$ cat src/rtl/uart_rx_frame_if.sv
// Serial line, frame configuration and receive results of uart_rx_frame.
// The master side drives the line; the slave side is the receiver.
`timescale 1ns/1ps
interface uart_rx_frame_if #(
    parameter int DATA_BITS = 8
);
    logic                 uart_rx;
    logic [2:0]           baud_set;
    logic [1:0]           parity_mode;
    logic [DATA_BITS-1:0] Data;
    logic                 Rx_Done;
    logic                 Parity_Err;
    logic                 Frame_Err;
    logic                 Busy;

    modport master (
        output uart_rx, baud_set, parity_mode,
        input  Data, Rx_Done, Parity_Err, Frame_Err, Busy
    );

    modport slave (
        input  uart_rx, baud_set, parity_mode,
        output Data, Rx_Done, Parity_Err, Frame_Err, Busy
    );
endinterface

$ cat src/rtl/uart_rx_frame.sv
// UART receive engine: 16x oversampling, 7-sample majority vote per bit,
// runtime baud select, optional even/odd parity, one-cycle Rx_Done.
`timescale 1ns/1ps
module uart_rx_frame #(
    parameter int CLK_FREQ  = 50_000_000,
    parameter int DATA_BITS = 8,
    parameter int DIV_W     = 16
) (
    input  logic           Clk,
    input  logic           Reset,
    uart_rx_frame_if.slave bus
);
    typedef enum logic [2:0] {
        S_IDLE, S_START, S_DATA, S_PARITY, S_STOP, S_DONE
    } state_t;

    localparam logic [DIV_W-1:0] DIV_9600   = DIV_W'(CLK_FREQ / (9600 * 16) - 1);
    localparam logic [DIV_W-1:0] DIV_19200  = DIV_W'(CLK_FREQ / (19200 * 16) - 1);
    localparam logic [DIV_W-1:0] DIV_38400  = DIV_W'(CLK_FREQ / (38400 * 16) - 1);
    localparam logic [DIV_W-1:0] DIV_57600  = DIV_W'(CLK_FREQ / (57600 * 16) - 1);
    localparam logic [DIV_W-1:0] DIV_115200 = DIV_W'(CLK_FREQ / (115200 * 16) - 1);
    localparam logic [DIV_W-1:0] DIV_230400 = DIV_W'(CLK_FREQ / (230400 * 16) - 1);
    localparam logic [3:0]       LAST_BIT   = 4'(DATA_BITS - 1);

    state_t               r_state;
    state_t               w_next;
    logic                 r_sync1;
    logic                 r_sync2;
    logic                 r_edge;
    logic [2:0]           r_baud;
    logic [1:0]           r_par;
    logic [DIV_W-1:0]     r_div;
    logic [DIV_W-1:0]     w_div_max;
    logic [3:0]           r_sub;
    logic [3:0]           r_bit;
    logic [2:0]           r_vote;
    logic [2:0]           w_vote_now;
    logic [DATA_BITS-1:0] r_shift;
    logic [DATA_BITS-1:0] r_data;
    logic                 r_pbit;
    logic                 r_stop;
    logic                 r_done;
    logic                 r_perr;
    logic                 r_ferr;
    logic                 w_start;
    logic                 w_tick;
    logic                 w_bit_end;
    logic                 w_stop_pt;
    logic                 w_bit;
    logic                 w_par_en;
    logic                 w_par_exp;

    always_comb begin
        w_div_max = DIV_9600;
        unique case (r_baud)
            3'd1:    w_div_max = DIV_19200;
            3'd2:    w_div_max = DIV_38400;
            3'd3:    w_div_max = DIV_57600;
            3'd4:    w_div_max = DIV_115200;
            3'd5:    w_div_max = DIV_230400;
            default: w_div_max = DIV_9600;
        endcase
    end

    assign w_start    = (r_state == S_IDLE) && r_edge && !r_sync2;
    assign w_tick     = (r_state != S_IDLE) && (r_div == w_div_max);
    assign w_bit_end  = w_tick && (r_sub == 4'd15);
    assign w_stop_pt  = w_tick && (r_sub == 4'd11) && (r_state == S_STOP);
    assign w_vote_now = r_vote + {2'b00, r_sync2};
    assign w_bit      = (r_vote >= 3'd4);
    assign w_par_en   = (r_par == 2'd1) || (r_par == 2'd2);
    assign w_par_exp  = (^r_shift) ^ (r_par == 2'd2);

    always_comb begin
        w_next = r_state;
        unique case (r_state)
            S_IDLE:   if (w_start) w_next = S_START;
            S_START:  if (w_bit_end) w_next = w_bit ? S_IDLE : S_DATA;
            S_DATA:   if (w_bit_end && r_bit == LAST_BIT)
                          w_next = w_par_en ? S_PARITY : S_STOP;
            S_PARITY: if (w_bit_end) w_next = S_STOP;
            S_STOP:   if (w_stop_pt) w_next = S_DONE;
            S_DONE:   w_next = S_IDLE;
            default:  w_next = S_IDLE;
        endcase
    end

    always_ff @(posedge Clk) begin
        if (Reset) r_state <= S_IDLE;
        else       r_state <= w_next;
    end

    always_ff @(posedge Clk) begin
        if (Reset) begin
            r_sync1 <= 1'b1;
            r_sync2 <= 1'b1;
            r_edge  <= 1'b1;
            r_baud  <= '0;
            r_par   <= '0;
            r_div   <= '0;
            r_sub   <= '0;
            r_bit   <= '0;
            r_vote  <= '0;
            r_shift <= '0;
            r_pbit  <= 1'b0;
            r_stop  <= 1'b0;
            r_data  <= '0;
            r_done  <= 1'b0;
            r_perr  <= 1'b0;
            r_ferr  <= 1'b0;
        end else begin
            r_sync1 <= bus.uart_rx;
            r_sync2 <= r_sync1;
            r_edge  <= r_sync2;
            r_done  <= 1'b0;
            if (w_start) begin
                r_baud <= bus.baud_set;
                r_par  <= bus.parity_mode;
                r_div  <= '0;
                r_sub  <= '0;
                r_bit  <= '0;
                r_vote <= '0;
            end else if (w_tick) begin
                r_div <= '0;
                r_sub <= r_sub + 4'd1;
                if (r_sub == 4'd0)
                    r_vote <= '0;
                else if (r_sub >= 4'd5 && r_sub <= 4'd11)
                    r_vote <= w_vote_now;
                if (w_bit_end && r_state == S_DATA) begin
                    r_shift <= {w_bit, r_shift[DATA_BITS-1:1]};
                    r_bit   <= r_bit + 4'd1;
                end
                if (w_bit_end && r_state == S_PARITY)
                    r_pbit <= w_bit;
                // sub-tick 11 sample is not yet in r_vote, so use the live sum
                if (w_stop_pt)
                    r_stop <= (w_vote_now >= 3'd4);
            end else if (r_state != S_IDLE) begin
                r_div <= r_div + 1'b1;
            end
            if (r_state == S_DONE) begin
                r_done <= 1'b1;
                r_data <= r_shift;
                r_perr <= w_par_en && (r_pbit != w_par_exp);
                r_ferr <= !r_stop;
            end
        end
    end

    assign bus.Data       = r_data;
    assign bus.Rx_Done    = r_done;
    assign bus.Parity_Err = r_perr;
    assign bus.Frame_Err  = r_ferr;
    assign bus.Busy       = (r_state != S_IDLE);
endmodule

$ cat src/flat_wrapper.sv
// flat-port wrapper written by rule: the top's interface ports become plain ports
module uart_rx_frame_flat 
#(
    parameter int CLK_FREQ  = 50_000_000,
    parameter int DATA_BITS = 8,
    parameter int DIV_W     = 16
)
  (Clk, Reset, bus_uart_rx, bus_baud_set, bus_parity_mode, bus_Data, bus_Rx_Done, bus_Parity_Err, bus_Frame_Err, bus_Busy);
  uart_rx_frame_if #(.DATA_BITS(DATA_BITS)) bus_i ();
  input  logic Clk;
  input  logic Reset;
  input wire logic [$bits(bus_i.uart_rx)-1:0] bus_uart_rx;
  input wire logic [$bits(bus_i.baud_set)-1:0] bus_baud_set;
  input wire logic [$bits(bus_i.parity_mode)-1:0] bus_parity_mode;
  output wire logic [$bits(bus_i.Data)-1:0] bus_Data;
  output wire logic [$bits(bus_i.Rx_Done)-1:0] bus_Rx_Done;
  output wire logic [$bits(bus_i.Parity_Err)-1:0] bus_Parity_Err;
  output wire logic [$bits(bus_i.Frame_Err)-1:0] bus_Frame_Err;
  output wire logic [$bits(bus_i.Busy)-1:0] bus_Busy;
  assign bus_i.uart_rx = bus_uart_rx;
  assign bus_i.baud_set = bus_baud_set;
  assign bus_i.parity_mode = bus_parity_mode;
  assign bus_Data = bus_i.Data;
  assign bus_Rx_Done = bus_i.Rx_Done;
  assign bus_Parity_Err = bus_i.Parity_Err;
  assign bus_Frame_Err = bus_i.Frame_Err;
  assign bus_Busy = bus_i.Busy;
  uart_rx_frame #(.CLK_FREQ(CLK_FREQ), .DATA_BITS(DATA_BITS), .DIV_W(DIV_W)) u_core (.Clk(Clk), .Reset(Reset), .bus(bus_i));
endmodule
$ cat config.mk
export PLATFORM = sky130hd
export DESIGN_NAME = uart_rx_frame_flat
export DESIGN_NICKNAME = d
export VERILOG_FILES = /design/src/rtl/uart_rx_frame_if.sv /design/src/rtl/uart_rx_frame.sv /design/src/flat_wrapper.sv
export SDC_FILE = /design/constraint.sdc
export NUM_CORES = 1
export LEC_CHECK = 0
export BUFFER_PORTS_ARGS = -buffer_cell sky130_fd_sc_hd__buf_2
export CORE_ASPECT_RATIO = 1.4
export CORE_MARGIN = 1.5
export CORE_UTILIZATION = 30
export CTS_CLUSTER_SIZE = 24
export DETAILED_ROUTE_END_ITERATION = 8
export GPL_TIMING_DRIVEN = 0
export PLACE_DENSITY = 0.49
export SYNTH_ARGS = -nofsm -noshare
export SYNTH_HDL_FRONTEND = slang
export SYNTH_SLANG_ARGS = --single-unit
$ cat constraint.sdc
create_clock -name Clk -period 2.35 [get_ports Clk]
set_clock_uncertainty 0.15 [all_clocks]
set_input_delay 0 -clock Clk [delete_from_list [all_inputs] [get_ports Clk]]
set_output_delay 0 -clock Clk [all_outputs]
set_load 0.03 [all_outputs]
---- Yosys cells after proc, flatten, opt, wreduce, memory -nomap -nowiden ----
Index checks and enable logic that the tools add are counted.
Widths: inputs -> output; s select.
cells by class
  add/sub/neg operators ................... 4
  magnitude comparators ................... 4
  equality and inequality tests ........... 22
  multiplexer cells ....................... 12
  bitwise logic cells ..................... 2
  reductions and logical operators ........ 27
operator list
  operator               number
  $pmux 9 s5             1
  $mux 3                 8
  $add 16x1->16 const B  1
  $eq 16x9->1            1
  $pmux 3 s5             1
  $eq 3x2->1 const B     4
  $eq 3x3->1 const B     4
  $logic_and 1x1->1      11
  $ne 2x1->1 const B     5
  $reduce_and 3->1       3
  $add 4x1->4 const B    2
  $eq 4x4->1 const B     2
  $reduce_xor 8->1       1
  $eq 3x1->1 const B     2
  $ge 3x3->1 const B     2
  $reduce_and 5->1       1
  $eq 4x3->1 const B     1
  $ge 4x3->1 const B     1
  $le 4x4->1 const B     1
  $logic_not 4->1        1
  $reduce_and 2->1       2
  $add 3x1->3            1
  $logic_not 3->1        1
  $reduce_bool 3->1      1
  12 further kinds       13
storage, ports and cells
  flip-flop bits (word level) ............. 59

---- Depth between registers and ports, before layout ----
  word-level depth ........................ 8
  mapped depth ............................ 10
  depth with buffers taken out ............ 8

---- Worst setup path after synthesis ----
No wires, ideal clock.
  path type ............................... register to register
  start point ............................. register u_core.r_state[0]
  end point ............................... register u_core.r_div[10]
  arrival ................................. 2.172 ns
  required time ........................... 2.083 ns
  path slack .............................. -0.089 ns
  cell stages (with the launch flop) ...... 9
  path buffers ............................ 3
  clock period less this slack ............ 2.439 ns
  cells stage by stage .................... dfxtp_1 > clkbuf_1 > or3_1 > clkbuf_1 > nor2_1 > nor2_1 > nand2_1 > buf_2 > nor2_1
between the ends
  elaborated cells between the ends (all ways) .. 6
RTL lines
  what                       line                  text
  start, declared            uart_rx_frame.sv:25   state_t r_state;
  start signal, assigned     uart_rx_frame.sv:90   else r_state <= w_next;
  $reduce_bool 3->1 (*)      n/a
  named net bus_Busy         flat_wrapper.sv:19    output wire logic [$bits(bus_i.Busy)-1:0] bus_Busy;
  $logic_and 1x1->1          uart_rx_frame.sv:66   assign w_tick = (r_state != S_IDLE) && (r_div == w_div_max);
  $reduce_or 3->1 (no line)  n/a
  end signal, assigned       uart_rx_frame.sv:140  r_div <= r_div + 1'b1;
  end, declared              uart_rx_frame.sv:32   logic [DIV_W-1:0] r_div;
The timed path passes the listed nets; every way through them passes the cells marked *.
A chain may end at the register's enable or synchronous reset.

---- Final worst setup path ----
  start point ............................. register u_core.r_baud[0]
  end point ............................... register u_core.r_vote[2]
between the ends
  cells in the longest elaborated chain, start to end .. 5
  elaborated cells between the ends (all ways) .. 9
ends and longest elaborated chain
  what                                line                  text
  start, declared                     uart_rx_frame.sv:30   logic [2:0] r_baud;
  start signal, assigned              uart_rx_frame.sv:117  r_baud <= bus.baud_set;
  $eq 3x3->1 (tied with other cells)  uart_rx_frame.sv:55   unique case (r_baud)
  $pmux 9 s5 (*)                      uart_rx_frame.sv:55
  $eq 16x9->1 (*)                     uart_rx_frame.sv:66
  $logic_and 1x1->1 (*)               uart_rx_frame.sv:66
  $reduce_and 2->1 (no line) (*)      n/a
  end signal, assigned                uart_rx_frame.sv:129  r_vote <= w_vote_now;
  end, declared                       uart_rx_frame.sv:36   logic [2:0] r_vote;
Every way passes the cells marked *; elsewhere a longest branch is shown, timed or not.

==> qor.yml <==
initial_core_util_pct: 30.77
area_growth_pct: 38.08
dr.pass1.iters: 4
drive_above_1_share_pct: 29.83
drtIter0Drc: 108
ir_worst_vdd_mv: 0.4213
hold_class: "in -> reg"
cts_buffer_depth: 2
num_io_pins: 20
numCtsBuffers: 9
vias: 2658
cap_violations: 0
drv_slew: 0
nFillCells: 969
antenna_found_initial: 0
die_x_um: 87.93
total_power_w: 0.002704
dieArea_um2: 10720
n_antenna_cell: 0
p_leak_nw: 1.571
synthFlopType: "dfxtp_1"
async_reset_ff_share_pct: 0
grt_usage_pct: 15.54
htreeDepth: 3
worst_slew_pin_slew_ns: 0.5701
detailed_place_hpwl_um: 5130
synthCells: 354
fin_crit_ns: 2.436
cp_max_fo: 7
wirelength_um: 7714
syn_avg_cell_area_um2: 8.557
whs_ns: 0.02273
core_um2: 9846
ant_nets: 0
synth_cell_type_count: 48
ys_ff_latch: 59
status: "finished, violations left"
cts_tree: "yes"
cp-end-kind: "register"
dieHeight_um: 121.9
required_ns: 2.46
cp-start-kind: "register"
fp-row-count: 43
clkSinkCount: 59
syn_nets: 370
path_class: "reg -> reg"
yosysWarnings: 0
final_nets: 420
slew_headroom_pct: 61.91
fin_crit_sh_pct: 103.7
placed_cell_area_um2: 3296
setup_viol: 9
mostFrequentLayoutCells: "dfxtp_1, nor2_1, nand2_1, mux2i_1, buf_2"
drc_errors: 0
root_buffer: "clkbuf_16"
rsz0062_at_grt: "true"
vias_per_cell: 4.886
finalInstanceArea_um2: 4183
max_freq_mhz: 410.5
hold_viol: 0
grt_pass1_wl_um: 12760
portBuffers: 18
synth-seq-area-share_pct: 38.99
setup_slack_ns: -0.08600
clk_pin_slew_ns: 0.05
gr-total-overflow: 0
layout_commonest_cell: "dfxtp_1"
fin_setup_tns_ns: -0.2913
synth_edf_count: 0
grt_max_degree: 12
violations: "setup timing"
clk_latency_ns: 0.33
crit_arrival_ns: 2.55
pwr_density_cell_nw_per_um2: 646.4
gp_congestion: 0.7622
grt_pass1_vias: 2617
routedWlPerCell_um: 14.18
synthesis.area_um2: 3029
[where the power goes]
part           switching, W  internal, W
sequential       0.00000834      0.00101
combinational     0.0000961    0.0000820
clock              0.000478      0.00103
total              0.000582      0.00212
[cell usage after synthesis (4+ instances only)]
library cell | n | area share [%]
dfxtp_1 | 59 | 39
nor2_1 | 46 | 5.7
nand2_1 | 25 | 3.1
a21oi_1 | 20 | 3.3
mux2i_1 | 20 | 6.6
xnor2_1 | 18 | 5.2
clkbuf_1 | 15 | 1.9
nand3_1 | 13 | 2.1
xor2_1 | 12 | 3.5
o21ai_0 | 11 | 1.8
nor3_1 | 9 | 1.5
and3_1 | 8 | 1.7
ha_1 | 8 | 3.3
or3_1 | 8 | 1.7
inv_1 | 7 | 0.87
nor2b_1 | 7 | 1.4
nand2b_1 | 6 | 1.2
or2_2 | 6 | 1.2
nand4_1 | 4 | 0.83
nor4_1 | 4 | 0.83
o31ai_1 | 4 | 0.99
[routing by layer]
| metal | share of wire (%) | vias up | track usage [%] |
|---|---|---|---|
| met5 | 0 | - | 0 |
| met4 | 3.3 | 0 | 8.730 |
| met3 | 2.7 | 17 | 3.659 |
| met2 | 52 | 34 | 25.76 |
| met1 | 42 | 1279 | 18.09 |
| li1 | - | 1328 | - |
[per-stage QoR]
stage	worst slack, ns	cells	utilization, %
after global placement	-0.4538	507	33.47
after detailed placement	-0.4688	507	33.47
after global routing	-0.1978	544	42.48
final	-0.08600	544	42.48
after CTS	-0.07923	539	40.23
after floorplan	0.009123	354	-
[worst max-delay path, stage by stage (launching register included)]
cell and delay (ns):
dfxtp_2 0.32, buf_6 0.13, nand2b_1 0.09, mux2i_2 0.27
o211ai_1 0.16, buf_4 0.17, or4_4 0.59, or3_4 0.36
a21oi_2 0.12
[path summary, 6_finish.rpt]
check / cells after the start / start / end / slack, ns
hold reg to reg: 1 / u_core.r_sync1 / u_core.r_sync2 / 0.27
setup reg to reg: 8 / u_core.r_baud[0] / u_core.r_vote[2] / -0.09
setup / recovery: 8 / u_core.r_baud[0] / u_core.r_vote[2] / -0.09
hold / removal: 3 / Reset / u_core.r_state[1] / 0.02
[kinds of logic after synthesis]
| kind of cell | share of synthesized area, % |
|---|---|
| buf+inv | 4.585 |
| compound gates | 10.29 |
| simple gates | 27.18 |
| flops | 38.99 |
| fa+ha+maj | 3.305 |
| mux | 6.980 |
| xor+xnor | 8.674 |
[registers in the layout (all words and copies together) (netlist names)]
register,count
u_core.r_edge,1
u_core.r_vote,3
u_core.r_shift,8
u_core.r_bit,4
u_core.r_state,3
u_core.r_sub,4
u_core.bus.Rx_Done,1
u_core.r_stop,1
u_core.bus.Parity_Err,1
u_core.r_par,2
u_core.r_baud,3
u_core.bus.Frame_Err,1
u_core.r_pbit,1
u_core.r_div,16
u_core.r_sync1,1
u_core.bus.Data,8
u_core.r_sync2,1
[repair_timing]
item                                    4_1_cts  5_1_grt
cloned                                        0        2
buffers inserted                             17        3
resized for setup                            54       40
hold endpoints to repair                      6        0
pin swaps                                    19       17
hold buffers                                  6        0
endpoints found under the setup margin       40       35
[layout make-up]
class                           instances  area [um2]  share of cell area [%]
Buffer                                 16       105.1                   2.513
Clock buffer                            9       225.2                   5.384
Clock inverter                          7       116.4                   2.782
Inverter                                7       26.28                  0.6282
Multi-Input combinational cell        266        1974                   47.20
Sequential cell                        59        1202                   28.75
Tap cell                              135       168.9                   4.038
Timing Repair Buffer                   45       364.1                   8.705
Power figures use the tool's default switching activity.
